<file path="config.mk">
export PLATFORM = sky130hd
export DESIGN_NAME = sample_frame_rx_flat
export DESIGN_NICKNAME = d
export VERILOG_FILES = /design/src/rtl/sample_frame_rx_if.sv /design/src/rtl/sample_frame_rx.sv /design/src/flat_wrapper.sv
export SDC_FILE = /design/constraint.sdc
export NUM_CORES = 1
export LEC_CHECK = 0
export ABC_AREA = 0
export BUFFER_PORTS_ARGS = -buffer_cell sky130_fd_sc_hd__buf_2
export CELL_PAD_IN_SITES_DETAIL_PLACEMENT = 1
export CELL_PAD_IN_SITES_GLOBAL_PLACEMENT = 1
export CORE_ASPECT_RATIO = 1.5
export CORE_MARGIN = 5
export CORE_UTILIZATION = 45
export CTS_BUF_LIST = sky130_fd_sc_hd__clkbuf_8
export CTS_CLUSTER_SIZE = 14
export DETAILED_ROUTE_END_ITERATION = 8
export PLACE_DENSITY = 0.78
export SETUP_SLACK_MARGIN = 0.15
export SYNTH_ARGS = -nofsm -noshare
export SYNTH_HDL_FRONTEND = slang
export SYNTH_SLANG_ARGS = --single-unit
export TNS_END_PERCENT = 50
</file>
<file path="constraint.sdc">
create_clock -name clk -period 1.64 [get_ports clk]
set_input_delay 0.328 -clock clk [delete_from_list [all_inputs] [get_ports clk]]
set_output_delay 0.328 -clock clk [all_outputs]
set_load 0.03 [all_outputs]
</file>
<file path="src/rtl/sample_frame_rx_if.sv">
// Receiver-side signal bundle for sample_frame_rx: serial input, strobe and the output word handshake.
interface sample_frame_rx_if #(
    parameter int unsigned NUM_BITS = 8
);
    logic                bit_en;
    logic                serial_in;
    logic [NUM_BITS-1:0] data_out;
    logic                data_valid;
    logic                data_ready;
    logic                framing_error;
    logic                overrun;
    logic                busy;

    modport master (
        output bit_en, serial_in, data_ready,
        input  data_out, data_valid, framing_error, overrun, busy
    );

    modport slave (
        input  bit_en, serial_in, data_ready,
        output data_out, data_valid, framing_error, overrun, busy
    );
endinterface

</file>
<file path="src/rtl/sample_frame_rx.sv">
// Strobe-sampled serial frame receiver (start, NUM_BITS data, optional even parity, stop) with a one-word output buffer.
// Optional parity stage is enabled by defining SAMPLE_FRAME_RX_PARITY_EN.
module sample_frame_rx #(
    parameter int unsigned NUM_BITS  = 8,
    parameter bit          LSB_FIRST = 1'b1
) (
    input  logic             clk,
    input  logic             rst,
    sample_frame_rx_if.slave rx
);
    localparam int unsigned CNT_W = $clog2(NUM_BITS + 1);

    typedef enum logic [1:0] {
        ST_IDLE   = 2'd0,
        ST_DATA   = 2'd1,
`ifdef SAMPLE_FRAME_RX_PARITY_EN
        ST_STOP   = 2'd2,
        ST_PARITY = 2'd3
`else
        ST_STOP   = 2'd2
`endif
    } state_e;

    state_e              state_q, state_d;
    logic [CNT_W-1:0]    cnt_q, cnt_d;
    logic [NUM_BITS-1:0] shift_q, shift_d;
    logic [NUM_BITS-1:0] data_out_q, data_out_d;
    logic                data_valid_q, data_valid_d;
    logic                framing_error_q, framing_error_d;
    logic                overrun_q, overrun_d;
    logic                busy_q, busy_d;
    logic                frame_good;
    logic                consume;
`ifdef SAMPLE_FRAME_RX_PARITY_EN
    logic                par_q, par_d;
`endif

    always_ff @(posedge clk or posedge rst) begin
        if (rst) begin
            state_q         <= ST_IDLE;
            cnt_q           <= '0;
            shift_q         <= '1;
            data_out_q      <= '1;
            data_valid_q    <= 1'b0;
            framing_error_q <= 1'b0;
            overrun_q       <= 1'b0;
            busy_q          <= 1'b0;
`ifdef SAMPLE_FRAME_RX_PARITY_EN
            par_q           <= 1'b0;
`endif
        end else begin
            state_q         <= state_d;
            cnt_q           <= cnt_d;
            shift_q         <= shift_d;
            data_out_q      <= data_out_d;
            data_valid_q    <= data_valid_d;
            framing_error_q <= framing_error_d;
            overrun_q       <= overrun_d;
            busy_q          <= busy_d;
`ifdef SAMPLE_FRAME_RX_PARITY_EN
            par_q           <= par_d;
`endif
        end
    end

    always_comb begin
        state_d         = state_q;
        cnt_d           = cnt_q;
        shift_d         = shift_q;
        data_out_d      = data_out_q;
        data_valid_d    = data_valid_q;
        framing_error_d = 1'b0;
        overrun_d       = 1'b0;
        frame_good      = 1'b0;
        consume         = data_valid_q && rx.data_ready;
`ifdef SAMPLE_FRAME_RX_PARITY_EN
        par_d           = par_q;
`endif

        case (state_q)
            ST_IDLE: begin
                if (rx.bit_en && !rx.serial_in) begin
                    state_d = ST_DATA;
                    cnt_d   = '0;
`ifdef SAMPLE_FRAME_RX_PARITY_EN
                    par_d   = 1'b0;
`endif
                end
            end
            ST_DATA: begin
                if (rx.bit_en) begin
                    if (LSB_FIRST) shift_d = {rx.serial_in, shift_q[NUM_BITS-1:1]};
                    else           shift_d = {shift_q[NUM_BITS-2:0], rx.serial_in};
                    cnt_d = cnt_q + CNT_W'(1);
`ifdef SAMPLE_FRAME_RX_PARITY_EN
                    par_d = par_q ^ rx.serial_in;
                    if (cnt_q == CNT_W'(NUM_BITS - 1)) state_d = ST_PARITY;
`else
                    if (cnt_q == CNT_W'(NUM_BITS - 1)) state_d = ST_STOP;
`endif
                end
            end
`ifdef SAMPLE_FRAME_RX_PARITY_EN
            ST_PARITY: begin
                if (rx.bit_en) begin
                    par_d   = par_q ^ rx.serial_in;
                    state_d = ST_STOP;
                end
            end
`endif
            ST_STOP: begin
                // A low stop bit is an error, never a fresh start bit.
                if (rx.bit_en) begin
                    state_d = ST_IDLE;
`ifdef SAMPLE_FRAME_RX_PARITY_EN
                    if (rx.serial_in && !par_q) frame_good = 1'b1;
`else
                    if (rx.serial_in) frame_good = 1'b1;
`endif
                    else framing_error_d = 1'b1;
                end
            end
            default: state_d = ST_IDLE;
        endcase

        // Output buffer: load on free slot or same-cycle consume, otherwise drop with overrun.
        if (frame_good) begin
            if (!data_valid_q || consume) begin
                data_out_d   = shift_q;
                data_valid_d = 1'b1;
            end else begin
                overrun_d = 1'b1;
            end
        end else if (consume) begin
            data_valid_d = 1'b0;
        end

        busy_d = (state_d != ST_IDLE);
    end

    assign rx.data_out      = data_out_q;
    assign rx.data_valid    = data_valid_q;
    assign rx.framing_error = framing_error_q;
    assign rx.overrun       = overrun_q;
    assign rx.busy          = busy_q;
endmodule

</file>
<file path="src/flat_wrapper.sv">
// flat-port wrapper written by rule: the top's interface ports become plain ports
module sample_frame_rx_flat 
#(
    parameter int unsigned NUM_BITS  = 8,
    parameter bit          LSB_FIRST = 1'b1
)
  (clk, rst, rx_bit_en, rx_serial_in, rx_data_ready, rx_data_out, rx_data_valid, rx_framing_error, rx_overrun, rx_busy);
  sample_frame_rx_if #(.NUM_BITS(NUM_BITS)) rx_i ();
  input  logic clk;
  input  logic rst;
  input wire logic [$bits(rx_i.bit_en)-1:0] rx_bit_en;
  input wire logic [$bits(rx_i.serial_in)-1:0] rx_serial_in;
  input wire logic [$bits(rx_i.data_ready)-1:0] rx_data_ready;
  output wire logic [$bits(rx_i.data_out)-1:0] rx_data_out;
  output wire logic [$bits(rx_i.data_valid)-1:0] rx_data_valid;
  output wire logic [$bits(rx_i.framing_error)-1:0] rx_framing_error;
  output wire logic [$bits(rx_i.overrun)-1:0] rx_overrun;
  output wire logic [$bits(rx_i.busy)-1:0] rx_busy;
  assign rx_i.bit_en = rx_bit_en;
  assign rx_i.serial_in = rx_serial_in;
  assign rx_i.data_ready = rx_data_ready;
  assign rx_data_out = rx_i.data_out;
  assign rx_data_valid = rx_i.data_valid;
  assign rx_framing_error = rx_i.framing_error;
  assign rx_overrun = rx_i.overrun;
  assign rx_busy = rx_i.busy;
  sample_frame_rx #(.NUM_BITS(NUM_BITS), .LSB_FIRST(LSB_FIRST)) u_core (.clk(clk), .rst(rst), .rx(rx_i));
endmodule
</file>
# Word level (Yosys, flattened, before mapping)
# Index checks and enable logic that the tools add are counted.
word_totals:
  reg_bits: 26
  in_bits: 5
  out_inout_bits: 12
  elab_cells: 47
op_classes:
  add_sub_neg: 1
  n_eq_ne: 6
  n_mux: 19
  n_reduce_logical: 13
ops:
  columns: ["cell", "count"]
  rows:
  - ["two-way mux 1 bit", 11]
  - ["two-way mux 2 bit", 4]
  - ["two-way mux 4 bit", 2]
  - ["one-hot mux 4 bit (2 select lines)", 1]
  - ["one-hot mux 2 bit (3 select lines)", 1]
  - ["AND reduction 2 bit", 3]
  - ["nonzero test 2 bit", 3]
  - ["adder 4 x 1 -> 4 bit, second input constant", 1]
  - ["equality test 4 x 3 -> 1 bit, second input constant", 1]
  - ["inequality test 2 bit, second input constant", 2]
  - ["AND reduction 3 bit", 1]
  - ["equality test 2 x 1 -> 1 bit, second input constant", 1]
  - ["equality test 2 bit, second input constant", 1]
  - ["logical AND 1 bit", 2]
  - ["logical NOT 1 bit", 2]
  - ["logical NOT 2 bit", 1]
  - ["inequality test 2 x 1 -> 1 bit, second input constant", 1]
  - ["logical OR 1 bit", 1]

# Depth between registers and ports, before layout
depth:
  depth_word: 5
  ltp_mapped: 5
  depth_no_buf: 4

# Worst setup path before layout
# Ideal clock, no wire load.
synth_timing:
  path_type: "register to register"
  startpoint: "reg u_core.state_q[0]"
  endpoint: "reg u_core.data_out_q[0] (netlist: u_core.rx.data_out[0])"
  setup_ps: 82
  arrival_ps: 1270
  required_time_ps: 1558
  slack_ps: 288
  stages_incl_launch_ff: 6
  path_buffers: 2
  synth_period_minus_slack_ps: 1352
  cell_sequence: "dfrtp_1 buf_6 nand4b_1 nor2b_2 buf_6 mux2_4"
synth_between:
  elab_chain_len: 3
synth_lines:
  columns: ["element", "line_no", "text"]
  rows:
  - ["start: declaration", "sample_frame_rx.sv:24", "state_e state_q, state_d;"]
  - ["start signal: assignment", "sample_frame_rx.sv:52", "state_q <= state_d;"]
  - ["equality test 2 bit", "sample_frame_rx.sv:80", "case (state_q)"]
  - ["two-way mux 1 bit", "sample_frame_rx.sv:80", null]
  - ["AND reduction 2 bit (no source line)", null, null]
  - ["end signal: assignment", "sample_frame_rx.sv:55", "data_out_q <= data_out_d;"]
  - ["end: declaration", "sample_frame_rx.sv:27", "logic [NUM_BITS-1:0] data_out_q, data_out_d;"]
# Every way passes these cells.
# A chain may end at the register's enable or synchronous reset.

# Worst setup path after layout
layout_timing:
  startpoint: "reg u_core.state_q[0]"
  endpoint: "reg u_core.data_out_q[6] (netlist: u_core.rx.data_out[6])"
# The elaborated chain is that of the path after synthesis.

==> flow_summary_export.csv <==
group,metric,value,unit
power,p_leak,0.592,nW
synthesis,ys_warn_count,0,
grt,antenna_found_initial,0,
finish,diodes,0,
sta,post-route-period-util,0.865,
placement,gp_congestion,0.705,
clock_tree,cts_hold_buffers,0,
sta,skew,0.00268,ns
placement,dp_cells,116,
synthesis,ys_seq_elements,26,
flow_run,drv_cap,0,
critical_path,required,1.83,ns
clock_tree,htreeDepth,1,
clock_tree,cts_tree,"built",
sta,finalSetupViolCount,0,
die,fp.coreArea,2420,sq um
hold_path,hp-class,"input pin to async pin",
synthesis,postSynthCellCount,76,
critical_path,end_kind,"flip-flop",
drt,drtAntennaViolNets,0,
critical_path,critPathLaunchType,"flip-flop",
power,vdd_drop_max,798,uV
placement,hpwl,1460,um
power,power.density,1610,nW/um^2
critical_path,critPathMaxFanout,9,
power,p_total,0.00209,W
placement,port_buffers,16,
synthesis,synth_area_per_cell,14.7,sq um
drt,wire_per_inst,16.3,um
drt,drtPass1Iterations,2,
sta,relSlewSlack,0.774,
finish,area_delta_synth_final,16.0,%
drt,viasPerCell,5.40,
critical_path,r2r_slack,0.22,ns
critical_path,path_class,"flip-flop to flip-flop",
critical_path,ff2ff_path_depth,4,
finish,drive_gt1_frac,0.526,
synthesis,netlist-cell-type-count,25,
sta,hold_viol,0,
sta,finalCriticalPeriod,1.42,ns
sta,timing.fmax,0.705,GHz
drt,drt_wl_total,1970,um
sta,tns,0,ns
clock_tree,clk_path_buf_depth,2,
synthesis,ys_seq_area_frac,0.601,
finish,instances_no_fill,121,
sta,tightest_slew,0.336,ns
clock_tree,clk_latency,0.26,ns
drt,num_vias,653,
run_status,outcome,"completed",
critical_path,arrival,1.61,ns
clock_tree,clkSinkCount,26,
finish,layout.nets,104,
die,row_count,22,
die,dieArea,3600,sq um
clock_tree,clkTransAtPathRegs,0.08,ns
sta,rsz0062_at_grt,"false",
critical_path,r2r_end,"u_core.rx.data_out[6]$_DFFE_PP1P_",
critical_path,reg2reg_from,"u_core.state_q[0]$_DFF_PP0_",
grt,gr-usage-all-layers,0.118,
grt,grt_pass1_wl,3310,um
die,io_pins,17,
grt,grt_max_degree,27,
die,initial_core_util,0.461,
sta,final_max_slew_viol_count,0,
finish,final_util,0.535,
clock_tree,ctsRootBufferMaster,"clkbuf_8",
clock_tree,cts_made_buffers,3,
drt,drc,0,
grt,grt.overflow.total,0,
finish,fillers,251,
synthesis,synth_nets,82,
drt,drt_iter0_drc,9,
die,die_h,71.0,um
die,die_w,50.7,um
grt,first_global_vias,724,
synthesis,syn_area,1120,sq um
sta,holdWs,0.0983,ns
report_power, final:
| group | leakage (nW) | switching [W] | total, W | internal, W |
|---|---|---|---|---|
| combinational | 0.274 | 0.000284 | 0.000570 | 0.000285 |
| clock | 0.0288 | 0.000181 | 0.000395 | 0.000214 |
| sequential | 0.289 | 0.000177 | 0.00113 | 0.000950 |
| total | 0.592 | 0.000642 | 0.00209 | 0.00145 |
metrics by stage:
stage	cell area (sq um)	worst slack, ns
detailed placement	1230	0.168
global placement	1230	0.246
finish	1290	0.222
global route	1290	0.151
CTS	1290	0.192
floorplan	1120	0.288
worst max-delay path, stage by stage (launching register included):
cell      delay, ns
dfrtp_2        0.47
nand4b_1       0.24
nor2b_2        0.19
buf_12         0.15
mux2_4         0.30
sequential cells by signal, summed over array words and instances (netlist names):
register / count
u_core.shift_q: 8
u_core.cnt_q: 4
u_core.state_q: 2
u_core.rx.busy: 1
u_core.rx.overrun: 1
u_core.rx.data_out: 8
u_core.rx.data_valid: 1
u_core.rx.framing_error: 1
worst max-delay path by stage:
stage / end / slack, ns / depth (start not counted) / from
2_1_floorplan: u_core.rx.data_out[0]$_DFFE_PP1P_ / 0.29 / 5 / u_core.state_q[0]$_DFF_PP0_
3_5_place_dp: u_core.rx.data_out[0]$_DFFE_PP1P_ / 0.17 / 4 / u_core.state_q[0]$_DFF_PP0_
5_1_grt: u_core.rx.data_out[0]$_DFFE_PP1P_ / 0.15 / 4 / u_core.state_q[0]$_DFF_PP0_
3_3_place_gp: u_core.rx.data_out[5]$_DFFE_PP1P_ / 0.25 / 4 / u_core.state_q[0]$_DFF_PP0_
4_1_cts: u_core.rx.data_out[6]$_DFFE_PP1P_ / 0.19 / 4 / u_core.state_q[0]$_DFF_PP0_
6_report: u_core.rx.data_out[6]$_DFFE_PP1P_ / 0.22 / 4 / u_core.state_q[0]$_DFF_PP0_
placed cells by master, fill, tap and decap left out, types with 2 or more instances in the layout:
master | netlist | layout
clkbuf_8 | 0 | 4
buf_4 | 1 | 3
dfstp_2 | 16 | 16
a31oi_1 | 2 | 2
buf_2 | 0 | 16
nand2_1 | 3 | 3
o21ai_0 | 3 | 3
a22o_1 | 2 | 2
mux2_4 | 8 | 8
inv_1 | 3 | 3
nor2_1 | 2 | 2
mux2_1 | 8 | 8
dfrtp_1 | 10 | 9
nor2b_1 | 3 | 3
nand2b_1 | 2 | 2
layout make-up:
type / count / area (sq um) / area share
Tap cell: 24 / 30.0 / 0.0232
Multi-Input combinational cell: 44 / 404 / 0.312
Timing Repair Buffer: 20 / 123 / 0.0947
Clock buffer: 4 / 55.1 / 0.0425
Inverter: 3 / 11.3 / 0.00870
Sequential cell: 26 / 672 / 0.519
cell families after synthesis:
| group | Yosys count | share of synthesized area |
|---|---|---|
| simple gates | 15 | 0.0830 |
| mux | 17 | 0.198 |
| compound gates | 11 | 0.0695 |
| flops | 26 | 0.601 |
| fa+ha+maj | 1 | 0.0112 |
| buf+inv | 6 | 0.0370 |
layer usage:
metal / part of all wire / up-vias / global-route usage
met3: 0.029 / 2 / 0.0189
met4: 0.012 / 0 / 0.0511
met1: 0.39 / 332 / 0.134
li1: - / 311 / -
met5: 0 / - / 0
met2: 0.57 / 8 / 0.209
synthesized netlist by cell type:
| master | number | area [sq um] |
|---|---|---|
| a22o_1 | 2 | 17.5 |
| a31oi_1 | 2 | 12.5 |
| a41oi_1 | 1 | 8.76 |
| and3b_1 | 1 | 8.76 |
| buf_4 | 1 | 7.51 |
| buf_6 | 2 | 22.5 |
| dfrtp_1 | 10 | 250 |
| dfstp_2 | 16 | 420 |
| ha_1 | 1 | 12.5 |
| inv_1 | 3 | 11.3 |
| mux2_1 | 8 | 90.1 |
| mux2_2 | 1 | 11.3 |
| mux2_4 | 8 | 120 |
| nand2_1 | 3 | 11.3 |
| nand2b_1 | 2 | 12.5 |
| nand3_1 | 1 | 5.00 |
| nand4b_1 | 1 | 8.76 |
| nand4bb_1 | 1 | 11.3 |
| nor2_1 | 2 | 7.51 |
| nor2b_1 | 3 | 18.8 |
| nor2b_2 | 1 | 8.76 |
| o21a_1 | 1 | 7.51 |
| o21ai_0 | 3 | 15.0 |
| o21bai_1 | 1 | 7.51 |
| o2bb2ai_1 | 1 | 8.76 |
what timing repair did:
item                                    in CTS  in global routing
endpoints found under the setup margin       2                  8
resized for setup                            0                  1
setup buffers                                1                  0
Note: power is estimated with default switching activity, not from simulation.
